[src/rtl/pc_ifid_stage_if.sv]
// pc_ifid_stage_if: fetch-loop and IF/ID bundle between the PC stage (slave) and its environment (master).
interface pc_ifid_stage_if #(parameter int PC_W = 10);
    logic            stall;
    logic            flush;
    logic            redirect_valid;
    logic [PC_W-1:0] redirect_pc;
    logic [PC_W-1:0] pc;
    logic [31:0]     inst_in;
    logic [31:0]     id_inst;
    logic [PC_W-1:0] id_pc;
    logic [PC_W-1:0] id_pc_plus1;
    logic            id_valid;
    logic            halted;
    logic [31:0]     fetch_count;
    modport master (
        output stall, flush, redirect_valid, redirect_pc, inst_in,
        input  pc, id_inst, id_pc, id_pc_plus1, id_valid, halted, fetch_count
    );
    modport slave (
        input  stall, flush, redirect_valid, redirect_pc, inst_in,
        output pc, id_inst, id_pc, id_pc_plus1, id_valid, halted, fetch_count
    );
endinterface

[src/rtl/pc_ifid_stage.sv]
// pc_ifid_stage: program counter plus IF/ID register with BOOT/RUN/HALT control.
// Optional capture counter enabled by defining PC_IFID_FETCH_COUNT_EN.
module pc_ifid_stage #(
    parameter int              PC_W      = 10,
    parameter logic [PC_W-1:0] RESET_PC  = '0,
    parameter logic [31:0]     HALT_INST = 32'h0000000C
) (
    input logic           clk,
    input logic           rst_n,
    pc_ifid_stage_if.slave bus
);
    typedef enum logic [1:0] {BOOT, RUN, HALT} state_t;
    state_t          state, state_nxt;
    logic [PC_W-1:0] pc_nxt, id_pc_nxt, id_pc_plus1_nxt, pc_inc;
    logic [31:0]     id_inst_nxt;
    logic            id_valid_nxt, halted_nxt, capture;
    assign pc_inc = bus.pc + 1'b1;
    always_comb begin
        state_nxt       = state;
        pc_nxt          = bus.pc;
        id_inst_nxt     = bus.id_inst;
        id_pc_nxt       = bus.id_pc;
        id_pc_plus1_nxt = bus.id_pc_plus1;
        id_valid_nxt    = bus.id_valid;
        halted_nxt      = bus.halted;
        capture         = 1'b0;
        case (state)
            BOOT: state_nxt = RUN;
            RUN: begin
                if (bus.redirect_valid) begin
                    // wrong-path slot: data captured but never marked live
                    pc_nxt          = bus.redirect_pc;
                    id_inst_nxt     = bus.inst_in;
                    id_pc_nxt       = bus.pc;
                    id_pc_plus1_nxt = pc_inc;
                    id_valid_nxt    = 1'b0;
                end else if (bus.stall) begin
                    id_valid_nxt = bus.id_valid & ~bus.flush;
                end else begin
                    id_inst_nxt     = bus.inst_in;
                    id_pc_nxt       = bus.pc;
                    id_pc_plus1_nxt = pc_inc;
                    id_valid_nxt    = ~bus.flush;
                    capture         = ~bus.flush;
                    if (!bus.flush && bus.inst_in == HALT_INST) begin
                        state_nxt  = HALT;
                        halted_nxt = 1'b1;
                    end else begin
                        pc_nxt = pc_inc;
                    end
                end
            end
            HALT: begin
                id_valid_nxt = 1'b0;
                if (bus.redirect_valid) begin
                    pc_nxt     = bus.redirect_pc;
                    halted_nxt = 1'b0;
                    state_nxt  = RUN;
                end
            end
            default: state_nxt = BOOT;
        endcase
    end
    always_ff @(posedge clk or negedge rst_n) begin
        if (!rst_n) begin
            state           <= BOOT;
            bus.pc          <= RESET_PC;
            bus.id_inst     <= '0;
            bus.id_pc       <= '0;
            bus.id_pc_plus1 <= '0;
            bus.id_valid    <= 1'b0;
            bus.halted      <= 1'b0;
        end else begin
            state           <= state_nxt;
            bus.pc          <= pc_nxt;
            bus.id_inst     <= id_inst_nxt;
            bus.id_pc       <= id_pc_nxt;
            bus.id_pc_plus1 <= id_pc_plus1_nxt;
            bus.id_valid    <= id_valid_nxt;
            bus.halted      <= halted_nxt;
        end
    end
`ifdef PC_IFID_FETCH_COUNT_EN
    always_ff @(posedge clk or negedge rst_n) begin
        if (!rst_n) bus.fetch_count <= '0;
        else if (capture) bus.fetch_count <= bus.fetch_count + 1'b1;
    end
`else
    logic unused_capture;
    assign unused_capture  = capture;
    assign bus.fetch_count = '0;
`endif
endmodule

[src/flat_wrapper.sv]
// flat-port wrapper written by rule: the top's interface ports become plain ports
module pc_ifid_stage_flat 
#(
    parameter int              PC_W      = 10,
    parameter logic [PC_W-1:0] RESET_PC  = '0,
    parameter logic [31:0]     HALT_INST = 32'h0000000C
)
  (clk, rst_n, bus_stall, bus_flush, bus_redirect_valid, bus_redirect_pc, bus_inst_in, bus_pc, bus_id_inst, bus_id_pc, bus_id_pc_plus1, bus_id_valid, bus_halted, bus_fetch_count);
  pc_ifid_stage_if #(.PC_W(PC_W)) bus_i ();
  input logic clk;
  input logic rst_n;
  input wire logic [$bits(bus_i.stall)-1:0] bus_stall;
  input wire logic [$bits(bus_i.flush)-1:0] bus_flush;
  input wire logic [$bits(bus_i.redirect_valid)-1:0] bus_redirect_valid;
  input wire logic [$bits(bus_i.redirect_pc)-1:0] bus_redirect_pc;
  input wire logic [$bits(bus_i.inst_in)-1:0] bus_inst_in;
  output wire logic [$bits(bus_i.pc)-1:0] bus_pc;
  output wire logic [$bits(bus_i.id_inst)-1:0] bus_id_inst;
  output wire logic [$bits(bus_i.id_pc)-1:0] bus_id_pc;
  output wire logic [$bits(bus_i.id_pc_plus1)-1:0] bus_id_pc_plus1;
  output wire logic [$bits(bus_i.id_valid)-1:0] bus_id_valid;
  output wire logic [$bits(bus_i.halted)-1:0] bus_halted;
  output wire logic [$bits(bus_i.fetch_count)-1:0] bus_fetch_count;
  assign bus_i.stall = bus_stall;
  assign bus_i.flush = bus_flush;
  assign bus_i.redirect_valid = bus_redirect_valid;
  assign bus_i.redirect_pc = bus_redirect_pc;
  assign bus_i.inst_in = bus_inst_in;
  assign bus_pc = bus_i.pc;
  assign bus_id_inst = bus_i.id_inst;
  assign bus_id_pc = bus_i.id_pc;
  assign bus_id_pc_plus1 = bus_i.id_pc_plus1;
  assign bus_id_valid = bus_i.id_valid;
  assign bus_halted = bus_i.halted;
  assign bus_fetch_count = bus_i.fetch_count;
  pc_ifid_stage #(.PC_W(PC_W), .RESET_PC(RESET_PC), .HALT_INST(HALT_INST)) u_core (.clk(clk), .rst_n(rst_n), .bus(bus_i));
endmodule
[config.mk]
export PLATFORM = sky130hd
export DESIGN_NAME = pc_ifid_stage_flat
export DESIGN_NICKNAME = d
export VERILOG_FILES = /design/src/rtl/pc_ifid_stage_if.sv /design/src/rtl/pc_ifid_stage.sv /design/src/flat_wrapper.sv
export SDC_FILE = /design/constraint.sdc
export NUM_CORES = 1
export LEC_CHECK = 0
export ABC_AREA = 1
export CORE_MARGIN = 3
export CORE_UTILIZATION = 42
export DETAILED_ROUTE_END_ITERATION = 16
export GPL_TIMING_DRIVEN = 0
export HOLD_SLACK_MARGIN = 0.03
export PLACE_DENSITY_LB_ADDON = 0.15
export SLEW_MARGIN = 20
export SYNTH_ARGS = -nofsm -noshare
export SYNTH_HDL_FRONTEND = slang
export SYNTH_SLANG_ARGS = --single-unit
[constraint.sdc]
create_clock -name clk -period 2.45 [get_ports clk]
set_clock_uncertainty 0.15 [all_clocks]
set_input_delay 0.245 -clock clk [delete_from_list [all_inputs] [get_ports clk]]
set_output_delay 0.245 -clock clk [all_outputs]
set_load 0.01 [all_outputs]
Word-level counts from Yosys, hierarchy flattened
Index checks and enable logic that the tools add are counted.

Bits in registers: 66. Input port bits: 47. Output and inout bits: 96. Word-level logic and storage cells: 52.

Add/sub/neg operators: 1. Eq/ne operators: 10. Muxes and demuxes: 24. Bitwise operators: 2. Reduce and logical (&&, ||, !) cells: 8.

Operators by type and width (count): 2-to-1 mux 10 bit (8); 2-to-1 mux 32 bit (2); equality test 32 x 4 -> 1 bit, second input constant (1); one-hot mux 10 bit (2 select lines) (1); adder 10 x 1 -> 10 bit, second input constant (1); 2-to-1 mux 2 bit (4); AND reduction 4 bit (2); 2-to-1 mux 1 bit (6); inequality test 2 bit, second input constant (3); inequality test 3 bit, second input constant (2); one-hot mux 2 bit (3 select lines) (1); AND reduction 5 bit (1); inequality test 2 x 1 -> 1 bit, second input constant (2); one-hot mux 1 bit (2 select lines) (2); equality test 2 x 1 -> 1 bit, second input constant (1); equality test 2 bit, second input constant (1); logical NOT 2 bit (1); AND reduction 2 bit (1); nonzero test 2 bit (1); AND 1 bit (1); logical AND 1 bit (1); logical NOT 1 bit (1); NOT 1 bit (1).

Depth between registers and ports, before layout
Word-level depth: 6. Depth in mapped cells: 10. Depth with buffers taken out: 10.

Worst setup path after synthesis
No wires, ideal clock.

Kind: reg-to-reg. Start point: reg u_core.state[0]. End point: reg u_core.bus.pc[4]. Library setup time: 0.117 ns. Arrival: 1.464 ns. Required time: 2.183 ns. Slack: 0.718 ns. Stages on the path, launching flop included: 8. Buffers on the path: 1. Clock period less this slack: 1.732 ns. Cells stage by stage: dfrtp_1 inv_1 ha_1 nor2_2 buf_6 mux2_2 nand3_1 nand2_1.

Cells in the longest elaborated chain, start to end: 3. Elaborated cells on any way between the ends: 8. Those cells by class: eq/ne: 5; mux: 1; reduce/logical: 2.

Ends and longest elaborated chain: start: declaration (line pc_ifid_stage.sv:13) `state_t state, state_nxt;`; start signal: assignment (line pc_ifid_stage.sv:74) `state <= state_nxt;`; equality test 2 x 1 -> 1 bit or equality test 2 bit (tied branches) (line pc_ifid_stage.sv:27) `case (state)`; inequality test 3 bit (no line), or another cell as far along; AND reduction 4 bit (no line); end signal: assignment (line pc_ifid_stage.sv:75) `bus.pc <= pc_nxt;`; end: declaration (line pc_ifid_stage_if.sv:21) `output pc, id_inst, id_pc, id_pc_plus1, id_valid, halted, fetch_count`.

Parallel ways exist; a longest one is shown, timed or not. A chain may end at the register's enable or synchronous reset.

Final worst setup path
Same ends and word-level chain as after synthesis.

==> results.md <==
* Biggest area consumer among synthesized cells: dfrtp_1
* Post-synth top cells: nand2_1 (159), dfrtp_1 (66), buf_4 (34)
* Final period util at roughly four fifths
* WL final at 8.556 mm
* Clock Tree Buf Depth at 2
* Post-synth EDFFs at 0
* Pleak at about 2.5 nW
* I/O pin total at roughly 140
* VDD IR max at between 0.0004 and 0.0005 V
* Clk root buf: clkbuf_8
* DIE AREA at a little under 9000 um2
* Mean Syn Cell Area at 8.186 um2
* Vias in the first global route at between 2k and 3k
* Port bufs at between 100 and 150
* Min Tclk post-route at slightly below 2 ns
* Synth top area share at between 50% and 60%
* Vias at about 3.1k
* Placed instance area at about 4700 um2
* Most common cell in the netlist: nand2_1
* Clk sinks at 66
* Synth Register Bits at 66
* Status: complete, no violations
* Initial Util at 44.42%
* Final setup fails at 0
* Tot GR Track Use at between 20% and 30%
* Ys async rst share at 100.0%
* Power Density at between 600 and 700 nW/um2
* RSZ-0062 raised after global routing: no
* Htree depth at 3
* Worst setup SP type: flop
* Fin Setup TNS at 0 ns
* Row cnt at 31
* Worst Path Arrival at a little over 2 ns
* Post-route ant nets at 0
* Synth warn at 0
* Post-CTS resize count at 0
* FF-to-FF End: u_core.bus.pc[4]$_DFFE_PN0P_
* GPL Wtd Cong at 0.8569
* CTS Buf Count at 9
* Predominant post-synthesis flop cell: dfrtp_1
* Fillers at around 630
* Cells after Synth at around 400
* Hold_buf cts at 1
* Hold Path Class: in -> async
* Worst reg2reg path depth at 7
* Chip Height at roughly 95 um
* Post-DP HPWL at around 6.6 mm
* Ant. Diodes at 0
* Layout area overhead at 48.75%
* Reg-to-Reg Start: u_core.state[0]$_DFFE_PN0P_
* Via density at ~4.6
* Fin worst setup slack at between 0.4 and 0.5 ns
* WP data required at roughly 2.5 ns
* Grt total ovfl at 0
* Top cells by area, synth: dfrtp_1 (50%), nand2_1 (18%), buf_4 (7.8%)
* Seq/Total Area, Yosys at roughly half
* Wire per inst at 12.96 um
* Postcts setup bufs at 0
* First-pass GRT wire length at between 10 and 15 mm
* Cell area after layout at approximately 4900 um2
* Util after Layout at between 60% and 70%
* Clk_lat worst skew at 0.34 ns
* Final hold vios at 0
* Initial antenna violation count at 0
* Count of different cell masters after synthesis at 27
* Fmax at slightly above 500 MHz
* R2r setup slk at a little under 0.5 ns
* Critical path class: reg -> reg
* Nets at around 610
* DP Worst Slack at 0.4172 ns
* DRC at 0
* Core Region at roughly 7400 um2
* Final slew viol count at 0
* Pin count of the biggest net entering global routing at 45
* Fraction of layout instances using a drive strength above 1 at around 14%
* CTS tree: done
* Initial DRC count at about 180
* CP Capture Type: flop
* TritonRoute pass-1 iters at 4
* Die width at around 95 um
* Clk slew on worst S/H paths at around 0.080 ns
* Critical path peak fanout at 10
* Syn Std Cell Area at about 3300 um2
* Max-cap violations at 0
* Power Total at ~3.2 mW
==> flip-flops by register name (all words and copies together) (netlist names) <==
signal                  flops
u_core.bus.id_pc_plus1     10
u_core.bus.halted           1
u_core.state                2
u_core.bus.id_pc           10
u_core.bus.pc              10
u_core.bus.id_valid         1
u_core.bus.id_inst         32
==> metrics by stage <==
| stage | std cells | hold slack (ns) |
|---|---|---|
| 2_1_floorplan | 433 | -0.2006 |
| 3_3_place_gp | 642 | 0.3029 |
| 3_5_place_dp | 643 | 0.008108 |
| 4_1_cts | 660 | 0.1862 |
| 5_1_grt | 660 | 0.1843 |
| 6_report | 660 | 0.1908 |
==> where the power goes <==
| group | total [mW] | leakage (nW) | switching, mW | internal (mW) |
|---|---|---|---|---|
| combinational | 0.834 | 1.55 | 0.380 | 0.454 |
| sequential | 1.33 | 0.792 | 0.104 | 1.23 |
| clock | 1.03 | 0.112 | 0.429 | 0.602 |
| total | 3.20 | 2.46 | 0.912 | 2.29 |
==> worst max path at each step <==
stage,start,endpoint,slack (ns),depth (start not counted)
2_1_floorplan,u_core.state[0]$_DFFE_PN0P_,u_core.bus.pc[4]$_DFFE_PN0P_,0.72,7
3_3_place_gp,rst_n,u_core.bus.id_pc_plus1[9]$_DFFE_PN0P_,-1.22,1
3_5_place_dp,bus_redirect_valid,u_core.bus.pc[4]$_DFFE_PN0P_,0.42,6
4_1_cts,u_core.state[0]$_DFFE_PN0P_,u_core.bus.pc[4]$_DFFE_PN0P_,0.47,7
5_1_grt,u_core.state[0]$_DFFE_PN0P_,u_core.bus.pc[4]$_DFFE_PN0P_,0.36,7
6_report,u_core.state[0]$_DFFE_PN0P_,u_core.bus.pc[4]$_DFFE_PN0P_,0.48,7
==> logic make-up after synthesis <==
logic type | after synthesis | synth area share [%]
multiplexers | 5 | 1.711
flip-flops | 66 | 50.19
adder cells (fa/ha/maj) | 5 | 1.901
XOR/XNOR | 4 | 1.065
AO/OA/AOI/OAI | 26 | 4.297
other | 1 | 0.1140
buffers and inverters | 69 | 12.40
AND/OR/NAND/NOR | 226 | 28.33
==> area by class of cell <==
class,count,area (um2),share of cell area [%]
Sequential cell,66,1652,33.74
Multi-Input combinational cell,298,1348,27.53
Timing Repair Buffer,112,1136,23.21
Buffer,46,321.6,6.570
Clock buffer,10,137.6,2.812
Tap cell,99,123.9,2.531
Clock inverter,6,90.09,1.840
Inverter,23,86.33,1.764
==> worst max-delay path, stage by stage, from the launching register on <==
cell and delay [ns]:
dfrtp_1 0.39, inv_1 0.09, ha_1 0.27, nor2_2 0.30, buf_6 0.19, mux2_2 0.34, nand3_1 0.07, nand2_1 0.05
==> placed cells by master (no fill, tap or decap), types with 2 or more instances in the layout <==
cell type          n
a31oi_1            3
buf_2             11
buf_4             35
bufinv_16          2
clkbuf_8          10
clkdlybuf4s50_1  109
clkinv_4           2
conb_1            32
dfrtp_1           66
ha_1               5
inv_1             20
inv_2              3
mux2_2             5
nand2_1          159
nand3_1           17
nand4_1           10
nor2_1            29
nor2_4             2
nor3_1             3
o21ai_0            3
o21ai_1           16
or2_2              3
xor2_1             4
==> routing by layer <==
| layer | track usage [%] | wire [um] | up-vias | part of all wire [%] |
|---|---|---|---|---|
| met1 | 26.57 | 3690 | 1395 | 43 |
| met2 | 30.97 | 3954 | 121 | 46 |
| met5 | 0 | 0 | - | 0 |
| met3 | 5.100 | 701 | 18 | 8.2 |
| li1 | - | - | 1516 | - |
| met4 | 8.774 | 209 | 0 | 2.4 |
No activity file was read; power rests on OpenSTA's default activity.
